`src/rtl/jz_core_mem_arbiter_pkg.sv`:
```
// Shared types for the IF/MEM single-port RAM arbiter.
// Response owner encoding plus the next-owner helper used by the response FSM.
package jz_core_mem_arbiter_pkg;

    localparam int ARB_STARVE_W = 4;

    typedef enum logic [1:0] {
        ST_IDLE  = 2'b00,
        ST_IRESP = 2'b01,
        ST_DRESP = 2'b10
    } arb_state_e;

    function automatic arb_state_e arb_next_owner(input logic inst_gnt, input logic data_gnt);
        if (inst_gnt)      return ST_IRESP;
        else if (data_gnt) return ST_DRESP;
        else               return ST_IDLE;
    endfunction

endpackage

```
`src/rtl/jz_arb_starve_cnt.sv`:
```
// Saturating count of consecutive denied fetch cycles; forced_o lets fetch win at LIMIT.
// Cleared whenever fetch is granted or stops requesting.
module jz_arb_starve_cnt #(
    parameter int LIMIT = 4,
    parameter int W     = 4
) (
    input  logic clk,
    input  logic rst,
    input  logic inst_req_i,
    input  logic inst_gnt_i,
    output logic forced_o
);

    logic [W-1:0] cnt_q;
    logic [W-1:0] cnt_d;

    always_comb begin
        cnt_d = cnt_q;
        if (inst_gnt_i || !inst_req_i) begin
            cnt_d = '0;
        end else if (cnt_q != W'(LIMIT)) begin
            cnt_d = cnt_q + 1'b1;
        end
    end

    always_ff @(posedge clk) begin
        if (rst) begin
            cnt_q <= '0;
        end else begin
            cnt_q <= cnt_d;
        end
    end

    assign forced_o = (cnt_q == W'(LIMIT));

endmodule

```
`src/rtl/jz_core_mem_arbiter.sv`:
```
// Shares the single-port RAM between fetch and load/store; data wins unless fetch is starved.
// Optional ARB_PERF_CNT_EN adds conflict/forced-win counters.
module jz_core_mem_arbiter
    import jz_core_mem_arbiter_pkg::*;
#(
    parameter int ADDR_W       = 32,
    parameter int DATA_W       = 32,
    parameter int STARVE_LIMIT = 4
) (
    input  logic              clk,
    input  logic              rst,
    input  logic              inst_req_i,
    input  logic [ADDR_W-1:0] inst_addr_i,
    output logic              inst_gnt_o,
    output logic              inst_rvalid_o,
    output logic [DATA_W-1:0] inst_data_o,
    input  logic              data_req_i,
    input  logic              data_we_i,
    input  logic [3:0]        data_sel_i,
    input  logic [ADDR_W-1:0] data_addr_i,
    input  logic [DATA_W-1:0] data_wdata_i,
    output logic              data_gnt_o,
    output logic              data_rvalid_o,
    output logic [DATA_W-1:0] data_rdata_o,
    output logic              mem_ce_o,
    output logic              mem_we_o,
    output logic [3:0]        mem_sel_o,
    output logic [ADDR_W-1:0] mem_addr_o,
    output logic [DATA_W-1:0] mem_wdata_o,
    input  logic [DATA_W-1:0] mem_rdata_i,
`ifdef ARB_PERF_CNT_EN
    output logic [31:0]       conflict_cnt_o,
    output logic [31:0]       force_cnt_o,
`endif
    output logic              stallreq_o
);

    arb_state_e state_q;
    arb_state_e state_d;
    logic       store_q;
    logic       store_d;
    logic       forced;
    logic       inst_gnt;
    logic       data_gnt;

    jz_arb_starve_cnt #(
        .LIMIT (STARVE_LIMIT),
        .W     (ARB_STARVE_W)
    ) u_starve (
        .clk        (clk),
        .rst        (rst),
        .inst_req_i (inst_req_i),
        .inst_gnt_i (inst_gnt),
        .forced_o   (forced)
    );

    // Nothing is granted while reset is held, so no access is launched into a discarded response.
    assign data_gnt   = ~rst & data_req_i & ~(forced & inst_req_i);
    assign inst_gnt   = ~rst & inst_req_i & ~data_gnt;
    assign inst_gnt_o = inst_gnt;
    assign data_gnt_o = data_gnt;
    assign stallreq_o = ~rst & ((inst_req_i & ~inst_gnt) | (data_req_i & ~data_gnt));

    always_comb begin
        mem_ce_o    = 1'b0;
        mem_we_o    = 1'b0;
        mem_sel_o   = 4'b0000;
        mem_addr_o  = '0;
        mem_wdata_o = '0;
        if (data_gnt) begin
            mem_ce_o    = 1'b1;
            mem_we_o    = data_we_i;
            mem_sel_o   = data_sel_i;
            mem_addr_o  = data_addr_i;
            mem_wdata_o = data_wdata_i;
        end else if (inst_gnt) begin
            mem_ce_o    = 1'b1;
            mem_sel_o   = 4'b1111;
            mem_addr_o  = inst_addr_i;
        end
    end

    always_ff @(posedge clk) begin
        if (rst) begin
            state_q <= ST_IDLE;
            store_q <= 1'b0;
        end else begin
            state_q <= state_d;
            store_q <= store_d;
        end
    end

    always_comb begin
        state_d = arb_next_owner(inst_gnt, data_gnt);
        store_d = data_gnt & data_we_i;
    end

    // Response data is steered straight from the RAM to whichever port owns the in-flight access.
    always_comb begin
        inst_rvalid_o = 1'b0;
        inst_data_o   = '0;
        data_rvalid_o = 1'b0;
        data_rdata_o  = '0;
        if (!rst) begin
            case (state_q)
                ST_IRESP: begin
                    inst_rvalid_o = 1'b1;
                    inst_data_o   = mem_rdata_i;
                end
                ST_DRESP: begin
                    data_rvalid_o = 1'b1;
                    data_rdata_o  = store_q ? '0 : mem_rdata_i;
                end
                default: ;
            endcase
        end
    end

`ifdef ARB_PERF_CNT_EN
    logic [31:0] conflict_cnt_q;
    logic [31:0] force_cnt_q;

    always_ff @(posedge clk) begin
        if (rst) begin
            conflict_cnt_q <= '0;
            force_cnt_q    <= '0;
        end else begin
            if (inst_req_i && data_req_i) conflict_cnt_q <= conflict_cnt_q + 32'd1;
            if (inst_gnt && forced && data_req_i) force_cnt_q <= force_cnt_q + 32'd1;
        end
    end

    assign conflict_cnt_o = conflict_cnt_q;
    assign force_cnt_o    = force_cnt_q;
`endif

endmodule

```
`config.mk`:
```
export PLATFORM = sky130hd
export DESIGN_NAME = jz_core_mem_arbiter
export DESIGN_NICKNAME = d
export VERILOG_FILES = /design/src/rtl/jz_core_mem_arbiter_pkg.sv /design/src/rtl/jz_arb_starve_cnt.sv /design/src/rtl/jz_core_mem_arbiter.sv
export SDC_FILE = /design/constraint.sdc
export NUM_CORES = 1
export LEC_CHECK = 0
export ABC_CLOCK_PERIOD_IN_PS = 5500
export CORE_AREA = 3 3 105 107
export DETAILED_ROUTE_END_ITERATION = 8
export DIE_AREA = 0 0 108 110
export GPL_TIMING_DRIVEN = 0
export PLACE_DENSITY = 0.66
export SLEW_MARGIN = 20
export SYNTH_ARGS = -nofsm -noshare
export SYNTH_HDL_FRONTEND = slang
export SYNTH_SLANG_ARGS = --single-unit
```
`constraint.sdc`:
```
create_clock -name clk -period 5.5 [get_ports clk]
set_input_delay 1.65 -clock clk [delete_from_list [all_inputs] [get_ports clk]]
set_output_delay 1.65 -clock clk [all_outputs]
set_load 0.005 [all_outputs]
```
==> impl_results.md, run 1 <==
- CP max FO: 10
- CTS H-tree lvls: 1
- Worst hold margin: around 0.47 ns
- GRT Util Overall: 13.8%
- IO Pins: around 280
- Slew @ Worst Pin: 0.373 ns
- Min-Delay Path Class: flop to flop
- Worst EP required: 3.85 ns
- PnR worst setup slack: ~0.14 ns
- Synth top area share: between 40% and 50%
- Status: finished clean
- Post-synthesis sequential area ratio: 10.5%
- Layout cells sized above 1: 4.54%
- Yosys top cell by area: and2_1
- Vias in the first global route: 2396
- CP Launch Type: primary input
- Largest net degree at the start of global routing: 11
- CTS root buf: clkbuf_8
- Clk sinks: 7
- Clock Latency Late Sink: about 0.22 ns
- R2R Setup Slk: around 4 ns
- Reg clk slew, reported paths: 0.04 ns
- TritonCTS clock tree: yes
- Nets: roughly 600
- Worst Setup End Kind: primary output
- Top-count cell post-synth: and2_1
- Final Hold Viols: 0
- Max-Cap Viols: 0
- I/O Buffers: between 200 and 300
- Worst r2r path cells: 7
- Final Instance Area: between 4000 and 5000 sq um
- Drt drc: 0
- Crit path time final: 5.36 ns
- Syn Area/Cell: 7.25 sq um
- Starting DRT DRC Count: roughly 70
- Max clock buf depth: 2
- Pre-CTS setup slack: -0.218 ns
- Setup TNS: 0 ns
- Placed Area: 4260 sq um
- Number of synthesis warnings: 0
- Peak VDD IR: 46.2 uV
- Via count: 2400
- FF-to-FF End: store_q
- Final Max Slew Viols: 0
- Via density: 4.01
- Leakage power: 1.67 nW
- Global-route wire length before repair: between 10000 and 15000 microns
- Post-Syn Nets: 323
- Die Ht: 110 microns
- Slew margin rel.: ~75%
- Initial antenna violation count: 0
- Routed Antenna Nets: 0
- Wirelength per Cell: 15.9 microns
- Top post-synthesis cells by area: and2_1, a22o_1, dfxtp_1
- Critical Path AT: around 3.7 ns
- Post-Route WL: 9540 microns
- Overall die area: between 10000 and 15000 sq um
- Gate Count Post-Synth: approximately 180
- Total CTS buffers: 3
- Final worst path period share: 97.4%
- Power Dens Cells: 83.8 nW/um^2
- RD Place Congestion: 0.700
- Post-synth EDFFs: 0
- Area of the mapped netlist: 1330 sq um
- Setup-failing EPs final: 0
- Yosys reg bits: 7
- F_max: 187 MHz
- Post-Route Utilization: around 42%
- DR pass1 iterations: 4
- Top cells by count, synth: and2_1, a22o_1, dfxtp_1
- Die X-Extent: 108 microns
- Crit path to: mem_addr_o[23]
- Hold_buf cts: 0
- Distinct cells, synth: 25
- Starting Density: between 10% and 20%
- Clock skew: 0.000532 ns
- Post-CTS Setup Bufs: 0
- Layout area overhead: 224%
- Kind of critical path: primary input to primary output
- Core Footprint: 10200 sq um
- Post-DP HPWL: ~8800 microns
- Rows: 37
- Final global-route overflow total: 0
- Diode count: 0
- CP startpoint: rst
- RSZ-0062 raised after global routing: false
- Ys flop type: dfxtp_1
- RR Startpoint: u_starve.cnt_q[0]
- Post-synth ARST share: 0%
-- kinds of logic (layout without fill, tap and decap cells) --
kind of cell | Yosys count | in the layout | synth area share, %
AO/OA/AOI/OAI | 39 | 39 | 25.4
buffers and inverters | 20 | 299 | 7.88
AND/OR/NAND/NOR | 114 | 114 | 53.0
flip-flops | 7 | 7 | 10.5
XOR/XNOR | 2 | 2 | 1.31
adder cells (fa/ha/maj) | 2 | 2 | 1.88
-- power breakdown --
group	switching (mW)	leakage, nW	internal [mW]	total [mW]
clock network	0.0209	0.0228	0.0500	0.0709
registers	0.000977	0.0571	0.0524	0.0534
logic	0.0669	1.59	0.171	0.238
total	0.0888	1.67	0.273	0.362
-- final cells by class --
type | instances | area (sq um)
Multi-Input combinational cell | 157 | 1100
Clock buffer | 4 | 45.0
Tap cell | 136 | 170
Fill cell | 1030 | 5910
Timing Repair Buffer | 275 | 2750
Buffer | 16 | 93.8
Sequential cell | 7 | 140
Inverter | 4 | 15.0
-- metal layers --
layer  vias to the layer above  routed length (microns)  GRT usage [%]
li1                       1171                        -              -
met1                      1054                     3100           13.2
met2                       169                     5160           28.3
met3                         6                     1210           5.47
met4                         0                       68           1.98
met5                         -                        0              0
-- per-stage QoR --
step                total power [mW]  instances
global route                   0.385        599
floorplan                      0.106        184
detailed placement             0.294        595
CTS                            0.368        599
finish                         0.362        599
global placement               0.292        595
-- layout by cell type (no fill, tap or decap) --
cell	Yosys	routed
a22o_1	32	32
a21oi_1	1	1
nor2_1	5	5
clkdlybuf4s50_1	0	275
a21oi_2	1	1
and2b_2	0	1
xor2_1	1	1
and3b_1	2	2
ha_1	2	2
xnor2_1	1	1
and3_1	1	1
buf_6	2	2
nand2b_1	2	2
nand2_1	1	1
inv_2	1	1
and2_1	98	98
buf_2	6	6
dfxtp_1	7	7
o21a_1	4	4
nor3b_4	0	1
a21o_4	1	1
nor3b_1	2	1
inv_1	3	3
nand3_1	1	1
clkbuf_1	6	4
buf_4	2	2
nand3b_1	1	1
clkbuf_2	0	3
clkbuf_8	0	3
-- worst min-delay path by stage --
stage,from,endpoint,depth (start not counted)
after global routing,u_starve.cnt_q[0],u_starve.cnt_q[0],1
after CTS,u_starve.cnt_q[0],u_starve.cnt_q[0],1
after detailed placement,u_starve.cnt_q[0],u_starve.cnt_q[0],1
after floorplan,u_starve.cnt_q[0],u_starve.cnt_q[0],1
final,u_starve.cnt_q[0],u_starve.cnt_q[0],1
after global placement,u_starve.cnt_q[0],u_starve.cnt_q[0],1
-- worst max-delay path, stage by stage --
cell	delay [ns]
clkdlybuf4s50_1	0.54
nand2b_1	0.23
a21oi_2	0.29
buf_2	0.28
a22o_1	0.15
clkdlybuf4s50_1	0.56
-- sequential cells by signal (all words and copies together), names as in the netlist --
register / flops
state_q: 2
u_starve.cnt_q: 4
store_q: 1
-- repair_timing --
item | 4_1_cts | 5_1_grt
resized for setup | 1 | 8
endpoints found under the setup margin | 30 | 35
cloned | 0 | 0
No activity file was read; power rests on OpenSTA's default activity.
==> run 2: changes to the inputs <==
--- a/config.mk
+++ b/config.mk
@@ -6,10 +6,12 @@
 export NUM_CORES = 1
 export LEC_CHECK = 0
 export ABC_CLOCK_PERIOD_IN_PS = 5500
+export CAP_MARGIN = 5
 export CORE_AREA = 3 3 105 107
 export DETAILED_ROUTE_END_ITERATION = 8
 export DIE_AREA = 0 0 108 110
 export GPL_TIMING_DRIVEN = 0
+export HOLD_SLACK_MARGIN = 0.12
 export PLACE_DENSITY = 0.66
 export SLEW_MARGIN = 20
 export SYNTH_ARGS = -nofsm -noshare
==> results of run 2 <==
Same layout as run 1: the final DEF is identical, and so are final timing and power.
==> run 3: changes to the inputs <==
--- a/config.mk
+++ b/config.mk
@@ -8,11 +8,12 @@
 export ABC_CLOCK_PERIOD_IN_PS = 5500
 export CAP_MARGIN = 5
 export CORE_AREA = 3 3 105 107
+export CTS_BUF_LIST = sky130_fd_sc_hd__clkbuf_16
 export DETAILED_ROUTE_END_ITERATION = 8
 export DIE_AREA = 0 0 108 110
 export GPL_TIMING_DRIVEN = 0
 export HOLD_SLACK_MARGIN = 0.12
-export PLACE_DENSITY = 0.66
+export PLACE_DENSITY_LB_ADDON = 0.2
 export SLEW_MARGIN = 20
 export SYNTH_ARGS = -nofsm -noshare
 export SYNTH_HDL_FRONTEND = slang
==> run 3 against run 2 <==
  * Final cell count unchanged
  * Clock-buffer cell count down 1
  * Combinational power down 2%
  * Clock power up 71%
  * Non-clock buffer count unchanged
  * Critical path depth unchanged
  * Largest cell class unchanged
==> impl_results.md, run 3 (synthesized netlist as in run 1, its figures left out) <==
- Final Max Slew Viols: 0
- Routed Antenna Nets: 0
- Clock skew: 0.00197 ns
- Peak VDD IR: 66.0 uV
- Drt drc: 0
- Highest-count cells in the layout ignoring fill and taps: clkdlybuf4s50_1, and2_1, a22o_1, dfxtp_1, buf_2
- Placed Area: 4260 sq um
- Pre-CTS setup slack: -0.0396 ns
- PnR worst setup slack: 0.138 ns
- Hold_buf cts: 0
- CTS root buf: clkbuf_16
- Nets: around 600
- Top flop regs: u_starve.cnt_q (4), state_q (2), store_q (1)
- I/O Buffers: 275
- Slew @ Worst Pin: 0.391 ns
- Status: finished clean
- CTS H-tree lvls: 1
- Crit path time final: 5.36 ns
- Layout cells sized above 1: 4.32%
- Clk sinks: 7
- RD Place Congestion: between 0.7 and 0.8
- Critical Path AT: 3.71 ns
- CP startpoint: rst
- RR Startpoint: u_starve.cnt_q[0]
- Rows: 37
- Via count: between 2000 and 2500
- Diode count: 0
- Worst r2r path cells: 7
- Via density: between 3 and 4
- Final worst path period share: 97.5%
- Global-route wire length before repair: between 10000 and 15000 microns
- Initial antenna violation count: 0
- Worst Setup End Kind: primary output
- Min-Delay Path Class: flop to flop
- Die X-Extent: between 100 and 150 microns
- Post-Route WL: 8860 microns
- Reg clk slew, reported paths: 0.03 ns
- Leakage power: ~1.7 nW
- CP Launch Type: primary input
- Min-delay src: u_starve.cnt_q[0]
- Power Dens Cells: about 94 nW/um^2
- Final Instance Area: 4340 sq um
- Die Ht: 110 microns
- CP max FO: 10
- IO Pins: 276
- Post-CTS Setup Bufs: 0
- FF-to-FF End: store_q
- R2R Setup Slk: 3.93 ns
- Final Hold Viols: 0
- TritonCTS clock tree: yes
- Starting Density: 13.0%
- Wirelength per Cell: approximately 15 microns
- DR pass1 iterations: 4
- Max-Cap Viols: 0
- Overall power: 0.408 mW
- GRT Util Overall: 12.9%
- Setup-failing EPs final: 0
- Hold path cells: 1
- Starting DRT DRC Count: 43
- Max reg flops: 4
- Worst EP required: between 3 and 4 ns
- Layout area overhead: 226%
- Post-DP HPWL: 8070 microns
- Most flops, register: u_starve.cnt_q
- Slew margin rel.: 74.0%
- Kind of critical path: primary input to primary output
- F_max: 187 MHz
- Max clock buf depth: 2
- RSZ-0062 raised after global routing: false
- Resize count post-CTS: 1
- Total CTS buffers: 3
- Clock Latency Late Sink: approximately 0.23 ns
- Final global-route overflow total: 0
- Vias in the first global route: approximately 2300
- Worst Hold Path EP: u_starve.cnt_q[0]
- Most common cell after layout, fill and taps aside: clkdlybuf4s50_1
- Core Footprint: slightly above 10000 sq um
- Largest net degree at the start of global routing: 11
- Overall die area: 11900 sq um
[run 3: worst max path at each step]
stage                             to  slack [ns]  cells past startpoint
floorplan           data_rdata_o[10]        1.37                      4
global placement     inst_data_o[28]        0.05                      5
detailed placement   inst_data_o[30]       -0.04                      5
CTS                 data_rdata_o[18]        0.08                      6
global route           mem_addr_o[5]        0.01                      6
finish                mem_addr_o[22]        0.14                      6
[run 3: stage by stage]
step,setup TNS (ns),hold slack (ns),std cells,util [%]
after detailed placement,-0.191,0.461,595,41.6
after floorplan,0,0.430,184,-
after global placement,0,0.445,595,41.6
after global routing,0,0.484,599,42.5
final,0,0.466,599,42.5
after CTS,0,0.469,599,42.4
[run 3: final cells by class]
cell class                      count  area, sq um
Fill cell                        1042         5890
Clock buffer                        3         75.1
Timing Repair Buffer              275         2750
Clock inverter                      1         3.75
Multi-Input combinational cell    157         1090
Tap cell                          136          170
Sequential cell                     7          140
Buffer                             16         93.8
Inverter                            4         15.0
[run 3: where the power goes]
| group | switching, mW | leakage, nW | total [mW] | internal (mW) |
|---|---|---|---|---|
| Combinational | 0.0636 | 1.59 | 0.234 | 0.170 |
| Clock | 0.0267 | 0.0423 | 0.121 | 0.0945 |
| Sequential | 0.000857 | 0.0571 | 0.0533 | 0.0525 |
| Total | 0.0912 | 1.69 | 0.408 | 0.317 |
[run 3: worst max-delay path, cell delays in order]
cell,delay (ns)
clkdlybuf4s50_1,0.51
nand2b_1,0.22
a21oi_2,0.32
buf_2,0.29
a22o_1,0.19
clkdlybuf4s50_1,0.52
[run 3: layer usage]
metal  global-route usage [%]  wire [microns]
met5                        0               0
met4                     2.80              76
met3                     3.79            1040
met2                     27.4            4930
met1                     11.9            2810
